<file path="src/rtl/acc_drain_pkg.sv">
// -----------------------------------------------------------------------------
// acc_drain_pkg
// Shared definitions for the accelerator result drain:
//   - default beat / word widths and the derived words-per-beat ratio
//   - one-hot FSM state type
//   - saturating increment helper for the optional beat counter
// -----------------------------------------------------------------------------
package acc_drain_pkg;

  localparam int DEF_DATA_W = 128;
  localparam int DEF_OUT_W  = 32;
  localparam int DEF_RATIO  = DEF_DATA_W / DEF_OUT_W;
  localparam int DEF_IDX_W  = (DEF_RATIO > 1) ? $clog2(DEF_RATIO) : 1;

  typedef enum logic [3:0] {
    ST_IDLE      = 4'b0001,
    ST_WAIT_DATA = 4'b0010,
    ST_SEND      = 4'b0100,
    ST_DONE      = 4'b1000
  } state_e;

  // Increment that sticks at all-ones instead of wrapping.
  function automatic logic [31:0] sat_inc32(input logic [31:0] value);
    logic [31:0] result;
    if (value == 32'hFFFF_FFFF) begin
      result = value;
    end else begin
      result = value + 32'd1;
    end
    return result;
  endfunction

endpackage

</file>
<file path="src/rtl/acc_result_drain_if.sv">
// -----------------------------------------------------------------------------
// acc_result_drain_if
// Valid/ready word stream from the result drain towards the DMA/host path.
//   m_data  : output word
//   m_valid : word valid
//   m_ready : downstream accept
//   m_last  : final word of packet
// Modports: master (drain side), slave (consumer side).
// -----------------------------------------------------------------------------
interface acc_result_drain_if
  import acc_drain_pkg::*;
#(
  parameter int OUT_W = DEF_OUT_W
) ();

  logic [OUT_W-1:0] m_data;
  logic             m_valid;
  logic             m_ready;
  logic             m_last;

  modport master (
    output m_data,
    output m_valid,
    output m_last,
    input  m_ready
  );

  modport slave (
    input  m_data,
    input  m_valid,
    input  m_last,
    output m_ready
  );

endinterface

</file>
<file path="src/rtl/acc_drain_shreg.sv">
// -----------------------------------------------------------------------------
// acc_drain_shreg
// Beat holding register for the result drain. Captures one FIFO beat plus its
// last flag and presents it one OUT_W word at a time, least-significant first.
//   clk, reset   : clock, synchronous active-low reset
//   load         : capture fifo_data/fifo_last, restart at word 0
//   advance      : step to the next word (ignored on the final word)
//   clear_last   : drop the stored last flag once the packet has closed
//   fifo_data/fifo_last : beat from the FIFO read port
//   word         : currently selected word
//   last_q       : stored last flag of the held beat
//   idx          : current word index
//   at_end       : idx points at the final word of the beat
// -----------------------------------------------------------------------------
module acc_drain_shreg
  import acc_drain_pkg::*;
#(
  parameter int DATA_W = DEF_DATA_W,
  parameter int OUT_W  = DEF_OUT_W
) (
  input  logic                       clk,
  input  logic                       reset,
  input  logic                       load,
  input  logic                       advance,
  input  logic                       clear_last,
  input  logic [DATA_W-1:0]          fifo_data,
  input  logic                       fifo_last,
  output logic [OUT_W-1:0]           word,
  output logic                       last_q,
  output logic [$clog2(DATA_W/OUT_W)-1:0] idx,
  output logic                       at_end
);

  localparam int RATIO = DATA_W / OUT_W;
  localparam int IDX_W = $clog2(RATIO);

  logic [RATIO-1:0][OUT_W-1:0] beat_r;
  logic                        last_r;
  logic [IDX_W-1:0]            idx_r;

  // Beat storage: overwritten only when a new beat is captured.
  always_ff @(posedge clk) begin
    if (!reset) begin
      beat_r <= '0;
    end else if (load) begin
      beat_r <= fifo_data;
    end
  end

  // Last flag travels with the beat and is dropped after the packet closes.
  always_ff @(posedge clk) begin
    if (!reset) begin
      last_r <= 1'b0;
    end else if (load) begin
      last_r <= fifo_last;
    end else if (clear_last) begin
      last_r <= 1'b0;
    end
  end

  // Word index: parks on the final word until the next load restarts it.
  always_ff @(posedge clk) begin
    if (!reset) begin
      idx_r <= '0;
    end else if (load) begin
      idx_r <= '0;
    end else if (advance && !at_end) begin
      idx_r <= idx_r + {{(IDX_W-1){1'b0}}, 1'b1};
    end
  end

  assign at_end = (idx_r == IDX_W'(RATIO - 1));
  assign word   = beat_r[idx_r];
  assign last_q = last_r;
  assign idx    = idx_r;

endmodule

</file>
<file path="src/rtl/acc_result_drain.sv">
// -----------------------------------------------------------------------------
// acc_result_drain
// Reader side of the accelerator output FIFO. Pops DATA_W-bit beats (1-cycle
// read latency), serializes each into DATA_W/OUT_W words on a valid/ready
// stream, and flags packet end with m_last and a one-cycle done pulse.
//   clk, reset  : clock, synchronous active-low reset
//   enable      : allows new FIFO pops (a beat in flight always completes)
//   fifo_empty  : FIFO empty flag
//   fifo_rd_en  : FIFO pop strobe, data returns the following cycle
//   fifo_data   : FIFO read data
//   fifo_last   : last-of-packet flag stored with the data
//   m_if        : output word stream (master modport)
//   busy        : FSM not idle
//   done        : pulse after the final word of a packet is accepted
//   beat_count  : pops in the current/last packet (ACC_DRAIN_BEAT_CNT_EN only)
// Optional feature macro: ACC_DRAIN_BEAT_CNT_EN
// -----------------------------------------------------------------------------
module acc_result_drain
  import acc_drain_pkg::*;
#(
  parameter int DATA_W = DEF_DATA_W,
  parameter int OUT_W  = DEF_OUT_W
) (
  input  logic                  clk,
  input  logic                  reset,
  input  logic                  enable,
  input  logic                  fifo_empty,
  output logic                  fifo_rd_en,
  input  logic [DATA_W-1:0]     fifo_data,
  input  logic                  fifo_last,
  acc_result_drain_if.master    m_if,
  output logic                  busy,
  output logic                  done
`ifdef ACC_DRAIN_BEAT_CNT_EN
  ,
  output logic [31:0]           beat_count
`endif
);

  localparam int RATIO = DATA_W / OUT_W;
  localparam int IDX_W = $clog2(RATIO);

  state_e           state_r;
  state_e           state_s;
  logic             rd_ok_s;
  logic             rd_en_s;
  logic             load_s;
  logic             advance_s;
  logic             clear_last_s;
  logic             valid_s;
  logic [OUT_W-1:0] word_s;
  logic             last_q_s;
  logic [IDX_W-1:0] idx_s;
  logic             at_end_s;

  // A pop is only legal out of reset, when enabled and with data present.
  assign rd_ok_s = reset && enable && !fifo_empty;

  acc_drain_shreg #(
    .DATA_W (DATA_W),
    .OUT_W  (OUT_W)
  ) u_shreg (
    .clk        (clk),
    .reset      (reset),
    .load       (load_s),
    .advance    (advance_s),
    .clear_last (clear_last_s),
    .fifo_data  (fifo_data),
    .fifo_last  (fifo_last),
    .word       (word_s),
    .last_q     (last_q_s),
    .idx        (idx_s),
    .at_end     (at_end_s)
  );

  // FSM state register.
  always_ff @(posedge clk) begin
    if (!reset) begin
      state_r <= ST_IDLE;
    end else begin
      state_r <= state_s;
    end
  end

  // Next-state and control decode.
  always_comb begin
    state_s      = state_r;
    rd_en_s      = 1'b0;
    load_s       = 1'b0;
    advance_s    = 1'b0;
    clear_last_s = 1'b0;
    valid_s      = 1'b0;
    case (state_r)
      ST_IDLE: begin
        if (rd_ok_s) begin
          rd_en_s = 1'b1;
          state_s = ST_WAIT_DATA;
        end else begin
          state_s = ST_IDLE;
        end
      end
      ST_WAIT_DATA: begin
        // FIFO read data is valid now; capture it at the end of this cycle.
        load_s  = 1'b1;
        state_s = ST_SEND;
      end
      ST_SEND: begin
        valid_s = 1'b1;
        if (m_if.m_ready) begin
          if (!at_end_s) begin
            advance_s = 1'b1;
          end else if (last_q_s) begin
            state_s = ST_DONE;
          end else if (rd_ok_s) begin
            // Chain straight into the next beat: one bubble cycle only.
            rd_en_s = 1'b1;
            state_s = ST_WAIT_DATA;
          end else begin
            // Packet still open; wait in IDLE for more data or enable.
            state_s = ST_IDLE;
          end
        end else begin
          state_s = ST_SEND;
        end
      end
      ST_DONE: begin
        clear_last_s = 1'b1;
        state_s      = ST_IDLE;
      end
      default: begin
        state_s = ST_IDLE;
      end
    endcase
  end

  assign fifo_rd_en  = rd_en_s;
  assign m_if.m_valid = valid_s;
  assign m_if.m_data  = word_s;
  assign m_if.m_last  = (state_r == ST_SEND) && last_q_s && at_end_s;
  assign busy        = (state_r != ST_IDLE);
  assign done        = (state_r == ST_DONE);

`ifdef ACC_DRAIN_BEAT_CNT_EN
  logic [31:0] beat_cnt_r;
  logic        pkt_closed_r;

  // Pop counter: restarts at 1 on the first pop after a packet has closed.
  always_ff @(posedge clk) begin
    if (!reset) begin
      beat_cnt_r   <= 32'd0;
      pkt_closed_r <= 1'b0;
    end else if (rd_en_s) begin
      beat_cnt_r   <= pkt_closed_r ? 32'd1 : sat_inc32(beat_cnt_r);
      pkt_closed_r <= 1'b0;
    end else if (state_r == ST_DONE) begin
      pkt_closed_r <= 1'b1;
    end
  end

  assign beat_count = beat_cnt_r;
`endif

endmodule

</file>
<file path="src/flat_wrapper.sv">
// flat-port wrapper written by rule: the top's interface ports become plain ports
module acc_result_drain_flat import acc_drain_pkg::*;
#(
  parameter int DATA_W = DEF_DATA_W,
  parameter int OUT_W  = DEF_OUT_W
)
  (clk, reset, enable, fifo_empty, fifo_rd_en, fifo_data, fifo_last, busy, done, m_if_m_data, m_if_m_valid, m_if_m_last, m_if_m_ready);
  acc_result_drain_if #(.OUT_W(OUT_W)) m_if_i ();
  input  logic clk;
  input  logic reset;
  input  logic enable;
  input  logic fifo_empty;
  output logic fifo_rd_en;
  input  logic [DATA_W-1:0] fifo_data;
  input  logic fifo_last;
  output logic busy;
  output logic done;
  output wire logic [$bits(m_if_i.m_data)-1:0] m_if_m_data;
  output wire logic [$bits(m_if_i.m_valid)-1:0] m_if_m_valid;
  output wire logic [$bits(m_if_i.m_last)-1:0] m_if_m_last;
  input wire logic [$bits(m_if_i.m_ready)-1:0] m_if_m_ready;
  assign m_if_m_data = m_if_i.m_data;
  assign m_if_m_valid = m_if_i.m_valid;
  assign m_if_m_last = m_if_i.m_last;
  assign m_if_i.m_ready = m_if_m_ready;
  acc_result_drain #(.DATA_W(DATA_W), .OUT_W(OUT_W)) u_core (.clk(clk), .reset(reset), .enable(enable), .fifo_empty(fifo_empty), .fifo_rd_en(fifo_rd_en), .fifo_data(fifo_data), .fifo_last(fifo_last), .m_if(m_if_i), .busy(busy), .done(done));
endmodule
</file>
<file path="config.mk">
export PLATFORM = sky130hd
export DESIGN_NAME = acc_result_drain_flat
export DESIGN_NICKNAME = d
export VERILOG_FILES = /design/src/rtl/acc_drain_pkg.sv /design/src/rtl/acc_result_drain_if.sv /design/src/rtl/acc_drain_shreg.sv /design/src/rtl/acc_result_drain.sv /design/src/flat_wrapper.sv
export SDC_FILE = /design/constraint.sdc
export NUM_CORES = 1
export LEC_CHECK = 0
export CORE_MARGIN = 2
export CORE_UTILIZATION = 48
export CTS_CLUSTER_DIAMETER = 40
export DETAILED_ROUTE_END_ITERATION = 6
export HOLD_SLACK_MARGIN = 0.03
export PLACE_DENSITY = 0.8
export SYNTH_ARGS = -nofsm -noshare
export SYNTH_HDL_FRONTEND = slang
export SYNTH_HIERARCHICAL = 1
export SYNTH_SLANG_ARGS = --single-unit
</file>
<file path="constraint.sdc">
create_clock -name clk -period 2.2 [get_ports clk]
set_clock_uncertainty 0.1 [all_clocks]
set_input_delay 0.66 -clock clk [delete_from_list [all_inputs] [get_ports clk]]
set_output_delay 0.66 -clock clk [all_outputs]
set_load 0.005 [all_outputs]
</file>
Word-level counts from Yosys, hierarchy flattened

Cells that the tools add are included.
W data, S select, Z words.

Bits in registers: 135
Input bits: 134
Output and inout bits: 37

$add $sub $neg: 1
$lt $le $gt $ge: 1
Eq/ne operators: 7
Mux-type cells: 20
Bitwise operators: 1
Reduce and logical (&&, ||, !) cells: 9

Operators by type and width:

| operator              | number |
|---|---|
| $bmux W32 S2          | 1 |
| $mux W32              | 1 |
| $mux W1               | 12 |
| $mux W4               | 3 |
| $pmux W4 S3           | 1 |
| $logic_and A1 B1 Y1   | 5 |
| $eq A4 B1 Y1 const B  | 1 |
| $eq A4 B2 Y1 const B  | 1 |
| $eq A4 B3 Y1 const B  | 1 |
| $eq A4 B4 Y1 const B  | 1 |
| $ne A4 B1 Y1 const B  | 1 |
| $lt A2 B3 Y1 const B  | 1 |
| $ne A3 B2 Y1 const B  | 1 |
| $add A2 B1 Y2 const B | 1 |
| $eq A2 B2 Y1 const B  | 1 |
| $logic_not A1 Y1      | 2 |
| $mux W2               | 1 |
| $pmux W1 S2           | 1 |
| $reduce_bool A2 Y1    | 1 |
| $reduce_or A2 Y1      | 1 |
| $not A1 Y1            | 1 |

Logic depth before layout (Yosys ltp)

Gate-level depths: netlist of run 1.

Depth in word-level cells: 7
Depth in mapped cells: 6
Gate-level depth less buffers: 5

Hierarchy

The synthesis of run 1 kept the hierarchy.

Modules (own cells, without submodules):

| module           | instances | cells each | area an instance (um2) | sequential area each (um2) |
|---|---|---|---|---|
| acc_drain_shreg  | 1         | 466        | 5819.3                 | 2622.5 |
| acc_result_drain | 1         | 30         | 270.3                  | 80.1 |

Worst setup path after synthesis of run 1

Ideal clock, no wire load.

Path type: input port to output port
From: input m_if_m_ready
To: output fifo_rd_en
Arrival: 1187 ps
Required time: 1440 ps
Slack: 253 ps
Stages on the path: 3
Path through: and4bb_2 o21ai_0 a211oi_1

Cells in the longest elaborated chain, start to end: 2

Ends and longest elaborated chain:

| item               | line                    | RTL |
|---|---|---|
| start: declaration | flat_wrapper.sv:21      | `input wire logic [$bits(m_if_i.m_ready)-1:0] m_if_m_ready;` |
| $mux W1            | acc_result_drain.sv:109 | `if (m_if.m_ready) begin` |
| $pmux W1 S2        | acc_result_drain.sv:93  | `case (state_r)` |
| end: declaration   | flat_wrapper.sv:13      | `output logic fifo_rd_en;` |

Every way passes these cells.

Worst setup path after layout of run 1

From: register u_core.u_shreg.idx_r[0] (netlist: u_core/u_shreg/idx[0])
To: output m_if_m_data[3]

Cells in the longest elaborated chain, start to end: 2

Ends and longest elaborated chain:

| item                           | line                  | RTL |
|---|---|---|
| start: declaration             | acc_drain_shreg.sv:39 | `logic [IDX_W-1:0] idx_r;` |
| start signal: assignment       | acc_drain_shreg.sv:68 | `idx_r <= idx_r + {{(IDX_W-1){1'b0}}, 1'b1};` |
| $bmux W32 S2                   | acc_drain_shreg.sv:73 | `assign word = beat_r[idx_r];` |
| $mux W32 (implied by the code) | acc_drain_shreg.sv:73 |  |
| end: declaration               | flat_wrapper.sv:18    | `output wire logic [$bits(m_if_i.m_data)-1:0] m_if_m_data;` |

Every way passes these cells. The select of a mux whose other input is x is not followed.

==> run summary, run 1 <==
GRT
------------------------------------------------------------------------------
Antenna violations before repair ................................            0
Total routing usage reported by global routing ..................       20.93%
First-pass GRT wire length ......................................     21820 um
Largest net degree at the start of global routing ...............          134
Total gr overflow ...............................................            0
Number of global-route vias before repair .......................         4499

WORST SETUP PATH
------------------------------------------------------------------------------
CP Data Arrival Time ............................................      1.71 ns
Maximum fanout along the worst path .............................            6
Slowest-stage cell, CP ..........................................       mux4_2
CP dominant cell by count .......................................        buf_6
Largest delay share family, worst path .......................... multiplexers
Startpoint types ................................................         flop
CP Class ........................................................ flop to output port
Number of buffers and inverters on the critical path ............            3
Longest individual stage delay on the worst path ................      0.49 ns
CP required .....................................................      1.44 ns
Kind of end point of the critical path ..........................  output port
Cell-by-cell listing of the critical path ....................... buf_8 -> buf_6 -> mux4_2 -> buf_6

FLOORPLANNING
------------------------------------------------------------------------------
Boundary Pins ...................................................          171
Area of the core region .........................................  0.01252 mm2
Row count .......................................................           41
Die width .......................................................     116.6 um
Die area ........................................................  0.01360 mm2
Chip Height .....................................................     116.6 um
Initial Util ....................................................       48.65%

SYNTHESIS
------------------------------------------------------------------------------
Top flip-flop cell by instance count after synthesis ............      dfxtp_1
Most common library cells after synthesis ....................... dfxtp_1 (135), nor2b_1 (131), mux2i_1 (129)
Most frequent cell after synthesis ..............................      dfxtp_1
Cell Area, Synth ................................................ 0.006090 mm2
Yosys top cell area share .......................................       44.38%
FFs w/ async S/R, synth .........................................           0%
Leading post-synthesis cells by cell area ....................... dfxtp_1 (44%), mux2i_1 (21%), nor2b_1 (13%)
Cell type contributing the most total cell area after synthesis .      dfxtp_1
Count of cell types in the netlist ..............................           33
Sequential share of the synthesized area ........................       44.38%
Synth warn ......................................................            6
Post-synthesis sequential element count .........................          135
Cells after synthesis ...........................................          496
Number of nets in the synthesized netlist .......................          631
EDFF count, synth ...............................................            0
Mean instance size in the synthesized netlist ...................    12.28 um2

STA
------------------------------------------------------------------------------
Total setup violations reported at the end of the flow ..........           34
RSZ-0062 raised after global routing ............................          yes
Post-route fraction of the period consumed by the critical path .       112.3%
Highest achievable clock rate ...................................    404.6 MHz
Slew Limit Headroom .............................................       31.42%
Post-route worst setup slack ....................................   -0.2714 ns
Final Hold Viols ................................................            0
Final Critical Period ...........................................     2.471 ns
Slew at the pin closest to its max-slew limit ...................     1.029 ns
Max Transition Viols Final ......................................            0

FINAL LAYOUT
------------------------------------------------------------------------------
Filler Cells Inserted ...........................................          946
Final non-filler cell area ...................................... 0.008757 mm2
Area growth, synth to finish ....................................       43.81%
Number of inserted diodes .......................................            0
Net count reported at finish ....................................          837
Fraction of final layout cells sized beyond drive strength 1 ....       23.42%

STATUS
------------------------------------------------------------------------------
Violations in the final reports ................................. setup timing
Result of the run ............................................... finished, violations left

DETAILED ROUTING
------------------------------------------------------------------------------
DRC viols .......................................................            0
Total vias in the final route ...................................         4378
Wirelength per Cell .............................................     15.85 um
Detailed-route wire length ......................................     14030 um
Via-per-instance ratio ..........................................        4.947
First-pass iteration count of the detailed router ...............            5
Detailed router's first-iteration violation count ...............          205
Antenna viol nets, final ........................................            0

CLOCKING
------------------------------------------------------------------------------
Buffer cell driving the clock tree root .........................    clkbuf_16
Clock latency reported for the late side of the worst-skew pair .      0.41 ns
# hold bufs at CTS ..............................................            0
CTS tree ........................................................         done
Number of buffers created by CTS ................................           17
Level count of the clock H-tree .................................            4
Number of buffers between clock root and the deepest sink .......            2
CTS clock-pin slew for the worst setup and hold paths ...........      0.05 ns
Count of clock tree sinks .......................................          135

PLACE
------------------------------------------------------------------------------
Total of buffers placed on input and output ports ...............          170
Routability-driven placement congestion ratio ...................       0.8097
DP HPWL .........................................................      9522 um
Placement Setup Slack ...........................................   -0.7708 ns
Placed inst area ................................................ 0.007996 mm2

JOB
------------------------------------------------------------------------------
Count of maximum capacitance violations .........................            0

POWER
------------------------------------------------------------------------------
Max IR drop VDD .................................................     476.8 uV
Leakage .........................................................     3.006 nW
Total power density per cell area ............................... 629.6 mW/mm2

HOLD PATH
------------------------------------------------------------------------------
Class of the tightest hold or removal check ..................... flop to flop

## placed cells by master, fill, tap and decap left out, types with 2 or more instances in the layout
cell / instances
nor2b_1: 131
clkdlybuf4s50_1: 129
mux2i_1: 129
dfxtp_1: 129
mux4_2: 32
buf_6: 29
buf_2: 28
buf_4: 24
clkbuf_16: 17
clkbuf_8: 6
dfxtp_4: 6
buf_12: 6
clkbuf_1: 4
buf_8: 4
clkinv_2: 3
nor2_1: 3
dlymetal6s2s_1: 2
nor4b_4: 2
inv_1: 2
a21oi_1: 2
## worst paths after layout
kind                               from                          to  slack (ns)  cells after the start
max               u_core/u_shreg/idx[0]              m_if_m_data[3]       -0.27                      4
max reg2reg           u_core/state_r[0]    u_core/u_shreg/beat_r[3]        0.17                      7
min reg2reg  u_core/u_shreg/beat_r[125]  u_core/u_shreg/beat_r[125]        0.41                      2
min          u_core/u_shreg/beat_r[125]  u_core/u_shreg/beat_r[125]        0.41                      2
## kinds of logic (layout without fill, tap and decap cells)
| group | count (synthesis) | count (layout) | synth area share, % |
|---|---|---|---|
| xor gates and xnor gates | 2 | 2 | 0.2877 |
| adders and majority gates | 1 | 1 | 0.2054 |
| buffers and inverters | 39 | 256 | 5.075 |
| DFF | 135 | 135 | 44.38 |
| and+or+nand+nor | 149 | 149 | 15.62 |
| AOI/OAI and AO/OA | 9 | 9 | 1.027 |
| muxes | 161 | 161 | 33.41 |
## repair_timing
| action | CTS | global route |
|---|---|---|
| endpoints found under the setup margin | 37 | 37 |
| gates resized for setup | 199 | 16 |
| pin swaps | 4 | 7 |
| setup buffers | 22 | 5 |
| gates cloned | 0 | 0 |
## routing by layer
layer	track usage, %	vias to the layer above	routed length, um
met4	7.686	0	172
met1	25.16	2109	5842
met5	0	-	0
met2	34.84	116	7062
li1	-	2141	-
met3	7.317	12	952
## power breakdown
| part | internal [W] | total [W] | switching (W) | leakage [nW] |
|---|---|---|---|---|
| logic | 0.000328 | 0.000464 | 0.000137 | 1.65 |
| registers | 0.00247 | 0.00249 | 0.0000180 | 1.09 |
| clock network | 0.00160 | 0.00256 | 0.000959 | 0.269 |
## sequential cells by signal (all words and copies together) (netlist names)
| register | count |
|---|---|
| u_core/u_shreg/beat_r | 128 |
| u_core/state_r | 4 |
| u_core/u_shreg/idx | 2 |
| u_core/u_shreg/last_q | 1 |
## cell type report
type                       count  area (um2)  share of cell area [%]
multi-input combinational    322        3109                   35.51
sequential                   135        2725                   31.12
timing repair buffer         224        2162                   24.69
clock buffer                  27       523.0                   5.972
tap                          172       215.2                   2.457
clock inverter                 3       15.01                  0.1715
inverter                       2       7.507                 0.08573
## through the flow
| step | setup TNS (ns) | utilization, % | hold slack (ns) | power, W | instances |
|---|---|---|---|---|---|
| after global placement | -4.585 | 63.88 | 0.3872 | 0.002982 | 831 |
| after global routing | -8.606 | 69.96 | 0.4337 | 0.005704 | 885 |
| after CTS | -7.574 | 69.37 | 0.4140 | 0.005563 | 883 |
| after floorplan | 0 | - | 0.3736 | 0.002696 | 496 |
| after detailed placement | -5.022 | 63.88 | 0.3982 | 0.002993 | 831 |
| final | -6.502 | 69.96 | 0.4118 | 0.005514 | 885 |
## worst min-delay path: stages, from the launching register on
cell	delay [ns]
dfxtp_1	0.32
mux2i_1	0.06
nor2b_1	0.09
(Power assumes the default switching activity.)
==> inputs of run 2 (changes only) <==
--- a/config.mk
+++ b/config.mk
@@ -6,11 +6,11 @@
 export NUM_CORES = 1
 export LEC_CHECK = 0
 export CORE_MARGIN = 2
-export CORE_UTILIZATION = 48
+export CORE_UTILIZATION = 35
 export CTS_CLUSTER_DIAMETER = 40
 export DETAILED_ROUTE_END_ITERATION = 6
 export HOLD_SLACK_MARGIN = 0.03
-export PLACE_DENSITY = 0.8
+export PLACE_DENSITY_LB_ADDON = 0.1
 export SYNTH_ARGS = -nofsm -noshare
 export SYNTH_HDL_FRONTEND = slang
 export SYNTH_HIERARCHICAL = 1
==> run 2 against run 1 <==
Net effect: largest power group unchanged; cell count up 7.1%; sequential cell count unchanged; cell area up 3.5%; clock-buffer cell count down 7; non-clock buffer count up 8; die area up 36%; combinational power up 0.9%; routed wire length up 6.2%; the flow still finishes with violations (setup timing); core utilization down 17 points; via count down 1.4%; clock power up 17%; register-to-register slack better by 0.05 ns.
==> run summary, run 2 (synthesis results as in run 1) <==
STA
------------------------------------------------------------------------------
Aggregate negative setup slack ..................................    -7.864 ns
Highest achievable clock rate ...................................    398.5 MHz
Final Critical Period ...........................................     2.509 ns
Hold Slack ......................................................    0.4088 ns
Final Hold Viols ................................................            0
Post-route worst setup slack ....................................   -0.3094 ns
Max Transition Viols Final ......................................            0
Total setup violations reported at the end of the flow ..........           34
Slew Limit Headroom .............................................       27.76%
Slew at the pin closest to its max-slew limit ...................     1.084 ns
RSZ-0062 raised after global routing ............................          yes
Post-route fraction of the period consumed by the critical path .       114.1%

POWER
------------------------------------------------------------------------------
Total power density per cell area ............................... 655.8 mW/mm2
Max IR drop VDD .................................................     522.2 uV
Leakage .........................................................     3.096 nW

CLOCKING
------------------------------------------------------------------------------
Clock latency reported for the late side of the worst-skew pair .      0.41 ns
Count of clock tree sinks .......................................          135
Number of buffers created by CTS ................................           17
Number of buffers between clock root and the deepest sink .......            2
Level count of the clock H-tree .................................            4
Buffer cell driving the clock tree root .........................    clkbuf_16
CTS tree ........................................................         done
CTS clock-pin slew for the worst setup and hold paths ...........      0.06 ns

WORST SETUP PATH
------------------------------------------------------------------------------
CP Data Arrival Time ............................................      1.75 ns
CP Class ........................................................ flop to output port
Beginning of the worst register-to-register path ................ u_core/state_r[1]
Kind of end point of the critical path ..........................  output port
Slowest-stage cell, CP ..........................................       mux4_2
CP required .....................................................      1.44 ns
Longest individual stage delay on the worst path ................      0.51 ns
Cell-by-cell listing of the critical path ....................... buf_12 -> buf_12 -> mux4_2 -> buf_2
Depth of the most critical reg-to-reg path ......................            7
Maximum fanout along the worst path .............................            5
Worst Setup SP .................................................. u_core/u_shreg/idx[0]
CP dominant cell by count .......................................       buf_12
Startpoint types ................................................         flop

FLOORPLANNING
------------------------------------------------------------------------------
Area of the core region .........................................  0.01718 mm2
Initial Util ....................................................       35.45%
Boundary Pins ...................................................          171
Chip Height .....................................................     135.9 um
Die width .......................................................     135.9 um
Row count .......................................................           48
Die area ........................................................  0.01847 mm2

GRT
------------------------------------------------------------------------------
Total gr overflow ...............................................            0
First-pass GRT wire length ......................................     23180 um
Largest net degree at the start of global routing ...............          134
Total routing usage reported by global routing ..................       16.41%
Antenna violations before repair ................................            0
Number of global-route vias before repair .......................         4478

DETAILED ROUTING
------------------------------------------------------------------------------
Detailed-route wire length ......................................     14900 um
Detailed router's first-iteration violation count ...............          160
Wirelength per Cell .............................................     15.72 um
Total vias in the final route ...................................         4316
Antenna viol nets, final ........................................            0
DRC viols .......................................................            0
Via-per-instance ratio ..........................................        4.553
First-pass iteration count of the detailed router ...............            6

FINAL LAYOUT
------------------------------------------------------------------------------
Most frequent cells in the layout ............................... clkdlybuf4s50_1 (131), nor2b_1 (131), mux2i_1 (129), dfxtp_1 (129), buf_6 (38)
Core Util, Final ................................................       52.76%
Max reg flops ...................................................          128
Net count reported at finish ....................................          845
Area growth, synth to finish ....................................       48.82%
Fraction of final layout cells sized beyond drive strength 1 ....       24.20%
Number of inserted diodes .......................................            0
Reg with most FFs ............................................... u_core/u_shreg/beat_r

STATUS
------------------------------------------------------------------------------
Violations in the final reports ................................. setup timing
Result of the run ............................................... finished, violations left

HOLD PATH
------------------------------------------------------------------------------
Worst min-delay path startpoint ................................. u_core/u_shreg/beat_r[56]
Hold Path Cell Cnt ..............................................            2
Class of the tightest hold or removal check ..................... flop to flop

PLACE
------------------------------------------------------------------------------
Total of buffers placed on input and output ports ...............          170
DP HPWL .........................................................      9982 um
Routability-driven placement congestion ratio ...................       0.7856

JOB
------------------------------------------------------------------------------
Count of maximum capacitance violations .........................            0

==> run 2: worst max-delay path: cells and delay by family (launching register included) <==
kind,cells,cell delay [ns]
DFF,1,0.43
buffers and inverters,3,0.40
muxes,1,0.51
==> run 2: area by class of cell <==
type | count | area [um2]
Clock buffer | 20 | 446.7
Clock inverter | 12 | 175.2
Sequential cell | 135 | 2720
Fill cell | 1536 | 8114
Inverter | 2 | 7.507
Multi-Input combinational cell | 322 | 3094
Tap cell | 225 | 281.5
Timing Repair Buffer | 232 | 2337
==> run 2: what timing repair did <==
item | 4_1_cts | 5_1_grt
resized for setup | 203 | 13
pin swaps | 5 | 2
hold buffers | 0 | 0
cloned | 1 | 0
setup buffers | 29 | 5
setup endpoints to repair | 37 | 37
==> run 2: final timing paths <==
path,to,slack (ns)
setup reg to reg,u_core/u_shreg/beat_r[74],0.22
hold reg to reg,u_core/u_shreg/beat_r[56],0.41
hold / removal,u_core/u_shreg/beat_r[56],0.41
setup / recovery,m_if_m_data[5],-0.31
==> run 2: layer usage <==
metal	up-vias	share of wire, %	track usage (%)
met1	2018	43	19.93
met2	107	48	26.88
met5	-	0	0
met3	20	6.9	5.966
met4	0	1.4	5.729
li1	2171	-	-
==> run 2: power by group <==
part	total [W]	switching (W)	internal, W	leakage [nW]
Clock	0.00299	0.00106	0.00193	0.308
Sequential	0.00249	0.0000190	0.00247	1.09
Combinational	0.000468	0.000137	0.000332	1.70
==> run 2: through the flow <==
stage	total power (W)	instance area, um2	instances	worst slack (ns)
final	0.005943	9062	948	-0.3094
after detailed placement	0.003005	8120	885	-0.8100
after floorplan	0.002696	6090	496	0.2532
after CTS	0.006020	8992	946	-0.3351
after global placement	0.002999	8120	885	-0.7639
after global routing	0.006190	9062	948	-0.3676
